==> src/rtl/stage_4_pkg.sv <==
// stage_4_pkg -- constants and helpers shared by the memory stage.
//   * FSM state encodings (IDLE / WAIT)
//   * RV32 opcodes that the stage decodes
//   * LOAD / STORE func_3 codes
//   * SIGN_EXTEND macro used by the load aligner
//   * helpers for func_3 legality, alignment and store lane formatting
`ifndef STAGE_4_SIGN_EXTEND_DEFINED
`define STAGE_4_SIGN_EXTEND_DEFINED
// Sign-extend a w-bit vector val to 32 bits; val must be exactly w bits wide.
`define SIGN_EXTEND(val, w) {{(32-(w)){val[(w)-1]}}, val}
`endif

package stage_4_pkg;

  // FSM state encodings
  localparam logic [0:0] ST_IDLE = 1'b0;
  localparam logic [0:0] ST_WAIT = 1'b1;

  // Opcodes
  localparam logic [6:0] OPC_OP    = 7'b0110011;
  localparam logic [6:0] OPC_OPIMM = 7'b0010011;
  localparam logic [6:0] OPC_JAL   = 7'b1101111;
  localparam logic [6:0] OPC_JALR  = 7'b1100111;
  localparam logic [6:0] OPC_LUI   = 7'b0110111;
  localparam logic [6:0] OPC_AUIPC = 7'b0010111;
  localparam logic [6:0] OPC_LOAD  = 7'b0000011;
  localparam logic [6:0] OPC_STORE = 7'b0100011;

  // LOAD func_3 codes
  localparam logic [2:0] F3_LB  = 3'b000;
  localparam logic [2:0] F3_LH  = 3'b001;
  localparam logic [2:0] F3_LW  = 3'b010;
  localparam logic [2:0] F3_LBU = 3'b100;
  localparam logic [2:0] F3_LHU = 3'b101;

  // STORE func_3 codes
  localparam logic [2:0] F3_SB = 3'b000;
  localparam logic [2:0] F3_SH = 3'b001;
  localparam logic [2:0] F3_SW = 3'b010;

  // Opcodes whose result lands in the register file.
  function automatic logic opcode_writes_rd(input logic [6:0] opcode);
    logic res;
    case (opcode)
      OPC_OP, OPC_OPIMM, OPC_JAL, OPC_JALR,
      OPC_LUI, OPC_AUIPC, OPC_LOAD: res = 1'b1;
      default:                      res = 1'b0;
    endcase
    return res;
  endfunction

  function automatic logic load_f3_legal(input logic [2:0] f3);
    logic res;
    case (f3)
      F3_LB, F3_LH, F3_LW, F3_LBU, F3_LHU: res = 1'b1;
      default:                             res = 1'b0;
    endcase
    return res;
  endfunction

  function automatic logic store_f3_legal(input logic [2:0] f3);
    logic res;
    case (f3)
      F3_SB, F3_SH, F3_SW: res = 1'b1;
      default:             res = 1'b0;
    endcase
    return res;
  endfunction

  // f3[1:0] encodes access size for both loads and stores (00 byte, 01 half, 10 word).
  function automatic logic access_misaligned(input logic [2:0] f3, input logic [1:0] lane);
    logic res;
    case (f3[1:0])
      2'b01:   res = lane[0];
      2'b10:   res = (lane != 2'b00);
      default: res = 1'b0;
    endcase
    return res;
  endfunction

  // Store data replicated across every lane the access could hit.
  function automatic logic [31:0] store_wdata(input logic [2:0] f3, input logic [31:0] rs_2);
    logic [31:0] res;
    case (f3[1:0])
      2'b00:   res = {4{rs_2[7:0]}};
      2'b01:   res = {2{rs_2[15:0]}};
      default: res = rs_2;
    endcase
    return res;
  endfunction

  // Byte enables for the addressed lane(s).
  function automatic logic [3:0] access_be(input logic [2:0] f3, input logic [1:0] lane);
    logic [3:0] res;
    case (f3[1:0])
      2'b00:   res = 4'b0001 << lane;
      2'b01:   res = lane[1] ? 4'b1100 : 4'b0011;
      default: res = 4'b1111;
    endcase
    return res;
  endfunction

endpackage

==> src/rtl/stage_4_if.sv <==
// stage_4_if -- data-memory bus between stage_4 and the memory.
//   mem_req/mem_we/mem_addr/mem_wdata/mem_be : request, driven by master
//   mem_rdata/mem_ack                        : response, driven by slave
interface stage_4_if;
  logic        mem_req;
  logic        mem_we;
  logic [31:0] mem_addr;
  logic [31:0] mem_wdata;
  logic [3:0]  mem_be;
  logic [31:0] mem_rdata;
  logic        mem_ack;

  modport master (
    output mem_req, mem_we, mem_addr, mem_wdata, mem_be,
    input  mem_rdata, mem_ack
  );

  modport slave (
    input  mem_req, mem_we, mem_addr, mem_wdata, mem_be,
    output mem_rdata, mem_ack
  );
endinterface

==> src/rtl/stage_4_mem_align.sv <==
// stage_4_mem_align -- combinational load-data aligner.
//   rdata  : raw 32-bit word from memory
//   lane   : addr[1:0] of the load
//   func_3 : load width / signedness
//   data   : lane-selected, sign- or zero-extended result
module stage_4_mem_align
  import stage_4_pkg::*;
(
  input  logic [31:0] rdata,
  input  logic [1:0]  lane,
  input  logic [2:0]  func_3,
  output logic [31:0] data
);

  logic [7:0]  byte_s;
  logic [15:0] half_s;

  // Pick the addressed byte / halfword and extend it.
  always_comb begin
    byte_s = rdata[7:0];
    half_s = rdata[15:0];
    data   = rdata;
    case (lane)
      2'd0:    byte_s = rdata[7:0];
      2'd1:    byte_s = rdata[15:8];
      2'd2:    byte_s = rdata[23:16];
      2'd3:    byte_s = rdata[31:24];
      default: byte_s = rdata[7:0];
    endcase
    if (lane[1]) begin
      half_s = rdata[31:16];
    end else begin
      half_s = rdata[15:0];
    end
    case (func_3)
      F3_LB:   data = `SIGN_EXTEND(byte_s, 8);
      F3_LH:   data = `SIGN_EXTEND(half_s, 16);
      F3_LW:   data = rdata;
      F3_LBU:  data = {24'd0, byte_s};
      F3_LHU:  data = {16'd0, half_s};
      default: data = rdata;
    endcase
  end

endmodule

==> src/rtl/stage_4.sv <==
// stage_4 -- memory stage of the pipeline.
//   clk, rst       : clock, synchronous active-high reset
//   i_*            : execute-stage result (held by upstream while stall=1)
//   stall          : high while a memory access is outstanding
//   mem            : data-memory bus (master side)
//   valid, wb_en   : result valid, register-file write enable
//   rd_num,wb_data : writeback destination and value
//   mem_fault      : result came from a misaligned or illegal access
// ALU results retire one cycle after accept. Legal memory accesses go to
// WAIT and hold the request until mem_ack; faulting accesses retire at once
// with mem_fault and no request.
module stage_4
  import stage_4_pkg::*;
(
  input  logic        clk,
  input  logic        rst,
  input  logic        i_valid,
  input  logic [31:0] i_alu_out,
  input  logic [31:0] i_rs_2,
  input  logic [4:0]  i_rd_num,
  input  logic [6:0]  i_opcode,
  input  logic [2:0]  i_func_3,
  input  logic        i_op_type,
  output logic        stall,
  stage_4_if.master   mem,
  output logic        valid,
  output logic        wb_en,
  output logic [4:0]  rd_num,
  output logic [31:0] wb_data,
  output logic        mem_fault
);

  logic [0:0]  state_r;
  logic        mem_req_r;
  logic        mem_we_r;
  logic [31:0] mem_addr_r;
  logic [31:0] mem_wdata_r;
  logic [3:0]  mem_be_r;
  logic        valid_r;
  logic        wb_en_r;
  logic [4:0]  rd_num_r;
  logic [31:0] wb_data_r;
  logic        mem_fault_r;

  // Context of the outstanding access, needed when the ack returns.
  logic [4:0]  pend_rd_r;
  logic        pend_wb_en_r;
  logic [2:0]  pend_func3_r;
  logic [1:0]  pend_lane_r;

  logic        accept_s;
  logic        is_load_s;
  logic        is_store_s;
  logic        access_ok_s;
  logic        wb_en_s;
  logic [31:0] load_data_s;

  // Decode the incoming instruction.
  always_comb begin
    accept_s    = i_valid && (state_r == ST_IDLE);
    is_load_s   = (i_opcode == OPC_LOAD);
    is_store_s  = (i_opcode == OPC_STORE);
    wb_en_s     = (i_rd_num != 5'd0) && opcode_writes_rd(i_opcode);
    access_ok_s = 1'b0;
    if (is_load_s) begin
      access_ok_s = load_f3_legal(i_func_3) && !access_misaligned(i_func_3, i_alu_out[1:0]);
    end else if (is_store_s) begin
      access_ok_s = store_f3_legal(i_func_3) && !access_misaligned(i_func_3, i_alu_out[1:0]);
    end else begin
      access_ok_s = 1'b0;
    end
  end

  stage_4_mem_align u_mem_align (
    .rdata  (mem.mem_rdata),
    .lane   (pend_lane_r),
    .func_3 (pend_func3_r),
    .data   (load_data_s)
  );

  // FSM, memory request registers and writeback registers.
  always_ff @(posedge clk) begin
    if (rst) begin
      state_r      <= ST_IDLE;
      mem_req_r    <= 1'b0;
      mem_we_r     <= 1'b0;
      mem_addr_r   <= 32'd0;
      mem_wdata_r  <= 32'd0;
      mem_be_r     <= 4'd0;
      valid_r      <= 1'b0;
      wb_en_r      <= 1'b0;
      rd_num_r     <= 5'd0;
      wb_data_r    <= 32'd0;
      mem_fault_r  <= 1'b0;
      pend_rd_r    <= 5'd0;
      pend_wb_en_r <= 1'b0;
      pend_func3_r <= 3'd0;
      pend_lane_r  <= 2'd0;
    end else begin
      // Results are single-cycle pulses unless re-asserted below.
      valid_r     <= 1'b0;
      wb_en_r     <= 1'b0;
      mem_fault_r <= 1'b0;
      case (state_r)
        ST_IDLE: begin
          if (accept_s) begin
            if (!i_op_type) begin
              valid_r   <= 1'b1;
              wb_en_r   <= wb_en_s;
              rd_num_r  <= i_rd_num;
              wb_data_r <= i_alu_out;
            end else if (access_ok_s) begin
              state_r      <= ST_WAIT;
              mem_req_r    <= 1'b1;
              mem_we_r     <= is_store_s;
              mem_addr_r   <= {i_alu_out[31:2], 2'b00};
              mem_wdata_r  <= is_store_s ? store_wdata(i_func_3, i_rs_2) : 32'd0;
              mem_be_r     <= access_be(i_func_3, i_alu_out[1:0]);
              pend_rd_r    <= i_rd_num;
              pend_wb_en_r <= wb_en_s;
              pend_func3_r <= i_func_3;
              pend_lane_r  <= i_alu_out[1:0];
            end else begin
              valid_r     <= 1'b1;
              mem_fault_r <= 1'b1;
              rd_num_r    <= i_rd_num;
              wb_data_r   <= 32'd0;
            end
          end
        end
        ST_WAIT: begin
          // Request fields stay frozen until the ack is sampled.
          if (mem.mem_ack) begin
            state_r   <= ST_IDLE;
            mem_req_r <= 1'b0;
            mem_we_r  <= 1'b0;
            valid_r   <= 1'b1;
            wb_en_r   <= pend_wb_en_r;
            rd_num_r  <= pend_rd_r;
            wb_data_r <= mem_we_r ? 32'd0 : load_data_s;
          end
        end
        default: begin
          state_r   <= ST_IDLE;
          mem_req_r <= 1'b0;
          mem_we_r  <= 1'b0;
        end
      endcase
    end
  end

  assign stall         = (state_r == ST_WAIT);
  assign mem.mem_req   = mem_req_r;
  assign mem.mem_we    = mem_we_r;
  assign mem.mem_addr  = mem_addr_r;
  assign mem.mem_wdata = mem_wdata_r;
  assign mem.mem_be    = mem_be_r;
  assign valid         = valid_r;
  assign wb_en         = wb_en_r;
  assign rd_num        = rd_num_r;
  assign wb_data       = wb_data_r;
  assign mem_fault     = mem_fault_r;

endmodule

==> src/flat_wrapper.sv <==
// flat-port wrapper written by rule: the top's interface ports become plain ports
module stage_4_flat import stage_4_pkg::*;
  (clk, rst, i_valid, i_alu_out, i_rs_2, i_rd_num, i_opcode, i_func_3, i_op_type, stall, valid, wb_en, rd_num, wb_data, mem_fault, mem_mem_req, mem_mem_we, mem_mem_addr, mem_mem_wdata, mem_mem_be, mem_mem_rdata, mem_mem_ack);
  stage_4_if mem_i ();
  input  logic clk;
  input  logic rst;
  input  logic i_valid;
  input  logic [31:0] i_alu_out;
  input  logic [31:0] i_rs_2;
  input  logic [4:0] i_rd_num;
  input  logic [6:0] i_opcode;
  input  logic [2:0] i_func_3;
  input  logic i_op_type;
  output logic stall;
  output logic valid;
  output logic wb_en;
  output logic [4:0] rd_num;
  output logic [31:0] wb_data;
  output logic mem_fault;
  output wire logic [$bits(mem_i.mem_req)-1:0] mem_mem_req;
  output wire logic [$bits(mem_i.mem_we)-1:0] mem_mem_we;
  output wire logic [$bits(mem_i.mem_addr)-1:0] mem_mem_addr;
  output wire logic [$bits(mem_i.mem_wdata)-1:0] mem_mem_wdata;
  output wire logic [$bits(mem_i.mem_be)-1:0] mem_mem_be;
  input wire logic [$bits(mem_i.mem_rdata)-1:0] mem_mem_rdata;
  input wire logic [$bits(mem_i.mem_ack)-1:0] mem_mem_ack;
  assign mem_mem_req = mem_i.mem_req;
  assign mem_mem_we = mem_i.mem_we;
  assign mem_mem_addr = mem_i.mem_addr;
  assign mem_mem_wdata = mem_i.mem_wdata;
  assign mem_mem_be = mem_i.mem_be;
  assign mem_i.mem_rdata = mem_mem_rdata;
  assign mem_i.mem_ack = mem_mem_ack;
  stage_4 u_core (.clk(clk), .rst(rst), .i_valid(i_valid), .i_alu_out(i_alu_out), .i_rs_2(i_rs_2), .i_rd_num(i_rd_num), .i_opcode(i_opcode), .i_func_3(i_func_3), .i_op_type(i_op_type), .stall(stall), .mem(mem_i), .valid(valid), .wb_en(wb_en), .rd_num(rd_num), .wb_data(wb_data), .mem_fault(mem_fault));
endmodule
==> config.mk <==
export PLATFORM = sky130hd
export DESIGN_NAME = stage_4_flat
export DESIGN_NICKNAME = d
export VERILOG_FILES = /design/src/rtl/stage_4_pkg.sv /design/src/rtl/stage_4_if.sv /design/src/rtl/stage_4_mem_align.sv /design/src/rtl/stage_4.sv /design/src/flat_wrapper.sv
export SDC_FILE = /design/constraint.sdc
export NUM_CORES = 1
export LEC_CHECK = 0
export BUFFER_PORTS_ARGS = -buffer_cell sky130_fd_sc_hd__buf_2
export CAP_MARGIN = 10
export CORE_MARGIN = 1
export CORE_UTILIZATION = 53
export CTS_CLUSTER_DIAMETER = 200
export DETAILED_ROUTE_END_ITERATION = 8
export PLACE_DENSITY = 0.92
export SYNTH_ARGS = -nofsm -noshare
export SYNTH_HDL_FRONTEND = slang
export SYNTH_SLANG_ARGS = --single-unit
==> constraint.sdc <==
create_clock -name clk -period 4.8 [get_ports clk]
set_input_delay 0.48 -clock clk [delete_from_list [all_inputs] [get_ports clk]]
set_output_delay 0.48 -clock clk [all_outputs]
set_load 0.01 [all_outputs]
# Word level (Yosys, flattened, before mapping)
# Cells that the tools add are included.
# totals
ff_bits	120
mem_bits_rw	0
romBits	0
latch_bits	0
elab_cells	116
memories	0
in_bits	116
# classes
mul	0
bitwise_logic	3
add_sub_neg	0
div_mod_pow	0
n_eq_ne	25
shifts	1
n_lt_le_gt_ge	0
reduce_logical	19
mux	53
# ops
op	count
$mux W32	6
$pmux W32 S2	2
$pmux W32 S4	1
$pmux W8 S4	1
$mux W1	29
$eq A7 B6 Y1 const B	3
$mux W5	4
$mux W16	1
$eq A7 B5 Y1 const B	2
$eq A7 B7 Y1 const B	2
$eq A3 B3 Y1 const B	4
$pmux W1 S2	6
$pmux W5 S2	1
$pmux W4 S2	1
$reduce_and A4 Y1	2
$eq A7 B2 Y1 const B	1
$reduce_or A7 Y1	1
$eq A2 B2 Y1 const B	3
$eq A3 B1 Y1 const B	2
$logic_not A3 Y1	2
$reduce_bool A5 Y1	1
$reduce_or A5 Y1	1
$eq A2 B1 Y1 const B	2
$logic_and A1 B1 Y1	4
other kinds (13)	19

# Logic depth before layout (Yosys ltp)
# depth
ltp_word	12
mapped_depth	11
ltp_nobuf	7

# By module
# Synthesis repeated with hierarchy kept, for this count alone.
# hier_totals
cells_unflattened	694
hier_area_um2	5701.7
# modules_own_cells
module	instances	area_each_um2	seq_area_each_um2	cells_per_inst
stage_4	1	5049.8	2402.3	581
stage_4_mem_align	1	651.9	0.0	113

# Least setup slack after synthesis
# No wires, ideal clock.
# synth_path
path_kind	input -> register
start	input i_func_3[1]
end	register u_core.rd_num_r[0], in the netlist u_core.rd_num[0]
t_required_ns	4.662
path_stages	10
n_path_buf	4
arrival_time_ns	2.560
path_slack_ns	2.103
path_cell_list	buf_2 inv_1 ha_1 clkbuf_1 nor3_2 nor2_1 a41oi_1 buf_2 buf_1 a211oi_1
# synth_via
elab_chain_len	10
# synth_rtl
item	line_no	text
from (decl)	flat_wrapper.sv:12	input logic [2:0] i_func_3;
$eq A3 B1 Y1, or another cell as far along	stage_4_pkg.sv:54, stage_4_pkg.sv:63	
$reduce_or A3 Y1 or $pmux W1 S2 (tied branches)	stage_4_pkg.sv:63, stage_4_pkg.sv:73	
$mux W1 (on tied branches)	stage_4_pkg.sv:63, stage_4.sv:67	
$mux W1 (on tied branches)	stage_4.sv:67, stage_4.sv:65	
$mux W1 or $logic_not A1 Y1 (tied branches)	stage_4.sv:65, stage_4.sv:68	
$logic_and A1 B1 Y1	stage_4.sv:68	access_ok_s = store_f3_legal(i_func_3) && !access_misaligned(i_func_3, i_alu_out[1:0]);
$mux W1	stage_4.sv:67	end else if (is_store_s) begin
$mux W1 (*)	stage_4.sv:65	if (is_load_s) begin
$ne A3 B3 Y1 (no source line) (*)	-	
$reduce_and A3 Y1 (no source line) (*)	-	
to (signal assigned)	stage_4.sv:110	rd_num_r <= i_rd_num;
to (signal assigned)	stage_4.sv:126	rd_num_r <= i_rd_num;
to (signal assigned)	stage_4.sv:139	rd_num_r <= pend_rd_r;
to (decl)	stage_4.sv:41	logic [4:0] rd_num_r;
# Mark *: on every way between the ends. The rest lies on a longest branch, timed or not. The select of a mux whose other input is x is not followed.
# A chain may end at the register's enable or synchronous reset.

# Worst setup path after layout
# layout_path
start	input i_func_3[1]
end	register u_core.mem_be_r[1], in the netlist u_core.mem.mem_be[1]
# layout_via
elab_chain_len	9
# layout_rtl
item	line_no	text
$eq A3 B1 Y1, or another cell as far along	stage_4_pkg.sv:54, stage_4_pkg.sv:63	
$reduce_or A3 Y1 or $pmux W1 S2 (tied branches)	stage_4_pkg.sv:63, stage_4_pkg.sv:73	
$mux W1 (on tied branches)	stage_4_pkg.sv:63, stage_4.sv:67	
$mux W1 (on tied branches)	stage_4.sv:67, stage_4.sv:65	
$mux W1 or $logic_not A1 Y1 (tied branches)	stage_4.sv:65, stage_4.sv:68	
$logic_and A1 B1 Y1	stage_4.sv:68	
$mux W1	stage_4.sv:67	
$mux W1	stage_4.sv:65	
$reduce_and A4 Y1 (no source line)	-	
to (signal assigned)	stage_4.sv:118	mem_be_r <= access_be(i_func_3, i_alu_out[1:0]);
to (decl)	stage_4.sv:38	logic [3:0] mem_be_r;
# Several ways; a longest one is shown, not always the timed one. The select of a mux whose other input is x is not followed.

==> impl_results.rst <==
.. list-table::
   :header-rows: 1

   * - Metric
     - Value
   * - Net load switching power
     - 0.000625 W
   * - Endpoint of the worst hold-timing path
     - u_core.mem.mem_wdata[29]
   * - Die width
     - 106 um
   * - Peak ir drop on the vdd network
     - 0.000186 V
   * - Global route overflow
     - 0
   * - Die H
     - 106 um
   * - H-tree levels
     - 4
   * - Simple logic cell fraction of the synthesized area
     - 16.5%
   * - Total number of yosys warnings
     - 0
   * - Share of the cycle needed by the critical path after routing
     - 68.0%
   * - DR pass1 iterations
     - 5
   * - Synthesis-to-finish area growth
     - 29.8%
   * - Xor/xnor share of the synthesized area
     - 0%
   * - Max Buffers Root-to-Sink
     - 2
   * - Vias in the first global route
     - 5558
   * - Number of vias after detailed routing
     - 5818
   * - Max-cap violations
     - 0
   * - Startpoint of the lowest-slack hold path
     - i_rs_2[29]
   * - Net switching fraction of the power
     - 24.5%
   * - Compound-Gate Fraction of Synth Area
     - 30.5%
   * - Clock Root Buffer
     - clkbuf_8
   * - Cell count of the worst reg-to-reg path
     - 4
   * - Clock input transition at the sequential cells of the worst setup and hold paths
     - 0.06 ns
   * - Worst relative slew slack
     - 29.5%
   * - Fmax achieved
     - 0.307 GHz
   * - Number of synthesized register bits
     - 120
   * - Final RePlAce weighted congestion
     - 0.944
   * - Setup bufs post-CTS
     - 0
   * - Non-filler cells, final
     - 982
   * - Count of flip-flops with a built-in enable after synthesis
     - 0
   * - Required time of the critical path
     - 5.16 ns
   * - Syn Std Cell Area
     - 5700 um^2
   * - Tmin final
     - 3.26 ns
   * - CTS tree
     - yes
   * - Cells taking the most area after synthesis
     - dfxtp_1 (42%), a21oi_2 (6.3%), nand2_1 (5.9%)
   * - Fraction of synthesized area in multiplexers
     - 4.28%
   * - Antenna violations before repair
     - 0
   * - Largest fanout on the critical path
     - 45
   * - Static leakage
     - 3.10 nW
   * - Post-DRT Antenna Nets
     - 0
   * - Post-synthesis share of cell area spent on full adders, half adders and majority gates
     - 0.659%
   * - Hold path cells
     - 3
   * - Detailed-route DRC error count
     - 0
   * - Synth cell types
     - 56
   * - Top-area cell type share of the netlist area
     - 42.2%
   * - Main combinational cell family by area after synthesis
     - compound AO/OA/AOI/OAI gates
   * - Share of total power in combinational logic
     - 9.5%
   * - Fraction of registers with async set or reset after synthesis
     - 0%
   * - Startpoint Class
     - input pin
   * - Number of instances in the synthesized netlist
     - 638
   * - Synth Area per Inst
     - 8.93 um^2
   * - Total Neg Setup Slack
     - 0 ns
   * - Proportion of power drawn by the clock network
     - 50.2%
   * - Wire length of the first global-routing pass
     - 28100 um
   * - Seq/Total Area, Yosys
     - 42.2%
   * - Share of final-layout standard cells stronger than drive strength 1
     - 39.0%
   * - RSZ-0062 raised after global routing
     - no
   * - Die outline area
     - 11200 um^2
   * - Most frequent standard cell in the layout excluding fill and tap cells
     - buf_2
   * - DPL Wire Length
     - 12500 um
   * - Antenna fix cells
     - 0
   * - Leading area contributor after synthesis
     - dfxtp_1
   * - Commonest non-fill, non-tap cells in the layout
     - buf_2 (223), dfxtp_1 (120), nand2_1 (89)
   * - Minimum setup slack among reg-to-reg paths
     - 2.11 ns
   * - Vias per std cell
     - 5.92
   * - Count of endpoints failing hold in the final timing report
     - 0
   * - End of the worst register-to-register path
     - u_core.mem.mem_be[1]
   * - Outcome
     - finished, final reports clean
   * - Power per Cell Area
     - 344 nW/um^2
   * - Transition time at the pin with the least slew margin
     - 1.06 ns
   * - Post-CTS resize count
     - 0
   * - Starting density of the core
     - 55.0%
   * - Number of I/O pins
     - 227
   * - Post-route core utilization
     - 71.4%
   * - # port buffers
     - 224
   * - Cell Rows
     - 37
   * - Total clock buffers created by CTS
     - 17
   * - Total core area
     - 10400 um^2
   * - Type of the most critical hold path
     - in -> reg
   * - Sinks on the clock net
     - 120
   * - Count of final max-slew check failures
     - 0
   * - Routed wire length
     - 17800 um
   * - Clk Latency, worst-skew pair
     - 0.51 ns
   * - Worst flop-to-flop path startpoint
     - u_core.stall
   * - Clk_skew
     - 0.0106 ns
   * - Final nets
     - 952
   * - Number of hold buffers added after cts
     - 0
   * - Critical Path End Type
     - register
   * - Number of cells after detailed placement
     - 950
   * - Final setup violation count
     - 0
   * - Design internal power
     - 0.00192 W
   * - Arrival time of data at the critical path endpoint
     - 3.62 ns
   * - Drt first-iter violations
     - 438
   * - Global router's overall resource usage
     - 32.1%
   * - Routed length per instance
     - 18.1 um
   * - Classification of the worst setup path
     - in -> reg
   * - Most common flop cell mapped by yosys
     - dfxtp_1
   * - Maximum number of pins on one net before global-route repair
     - 50
   * - Register share of total power
     - 40.3%
==> registers in the layout, indices dropped and copies added, names as in the netlist, 2 cells and up <==
signal,cells
u_core.wb_data,32
u_core.mem.mem_be,4
u_core.pend_func3_r,3
u_core.mem.mem_wdata,32
u_core.mem.mem_addr,30
u_core.pend_rd_r,5
u_core.pend_lane_r,2
u_core.rd_num,5
==> worst max path at each step <==
stage | start | cells past startpoint | to
final | i_func_3[1] | 8 | u_core.mem.mem_be[1]
after global routing | i_func_3[1] | 8 | u_core.mem.mem_be[1]
after CTS | i_func_3[1] | 8 | u_core.mem.mem_be[1]
after detailed placement | i_func_3[1] | 8 | u_core.mem.mem_be[1]
after global placement | i_func_3[1] | 8 | u_core.mem.mem_be[1]
after floorplan | i_func_3[1] | 10 | u_core.rd_num[0]
==> power by group through the flow <==
stage	sequential (W)	combinational (W)	clock [W]
floorplan	0.00106	0.000113	0
global placement	0.00105	0.000233	0
detailed placement	0.00105	0.000237	0
CTS	0.00103	0.000240	0.00129
global route	0.00103	0.000263	0.00134
finish	0.00103	0.000243	0.00128
==> metrics by stage <==
step           total power [W]  setup slack (ns)  hold WS [ns]  instance area (um^2)
2_1_floorplan          0.00117              2.10         0.432                  5700
3_3_place_gp           0.00128              1.13         0.440                  6800
3_5_place_dp           0.00128              1.05         0.443                  6800
4_1_cts                0.00256              1.57         0.218                  7400
5_1_grt                0.00263              1.42         0.224                  7400
6_report               0.00255              1.54         0.235                  7400
==> cell type report <==
type | instances | area (um^2)
clock inverter | 13 | 170
tap | 136 | 170
inverter | 13 | 48.8
multi-input combinational | 451 | 3000
fill | 827 | 2970
timing repair buffer | 230 | 1180
sequential | 120 | 2400
clock buffer | 19 | 432
==> cells in the mapped netlist, types with 6 or more instances <==
cell type,n
dfxtp_1,120
nand2_1,89
nor2_1,49
a21oi_2,41
a211oi_1,34
clkbuf_1,33
o2bb2ai_1,27
mux2i_1,21
a21oi_1,20
nand2b_1,20
a22o_1,16
a32oi_1,16
o21ai_0,14
a22oi_1,13
inv_1,13
buf_6,8
nand2_2,8
a221o_1,7
a31oi_1,7
buf_1,6
nand3_1,6
nor3_1,6
o21bai_1,6
==> critical path, stage by stage <==
cell and delay (ns):
buf_2 0.21, inv_1 0.12, ha_1 0.59, o21bai_1 0.21
a211o_4 0.41, or4_2 1.17, a211oi_2 0.35, nor3_1 0.06
==> layer usage <==
layer  vias to the layer above  global-route usage (%)  share of wire [%]
li1                       2718                       -                  -
met1                      2710                    39.0                 40
met2                       341                    52.6                 47
met3                        49                    9.03                9.9
met4                         0                    14.3                3.0
met5                         -                       0                  0
==> cell families after synthesis <==
group,after synthesis
other,1
muxes,24
buffers and inverters,68
AOI/OAI and AO/OA,222
adders and majority gates,3
DFF,120
and+or+nand+nor,200
Power figures use the tool's default switching activity.
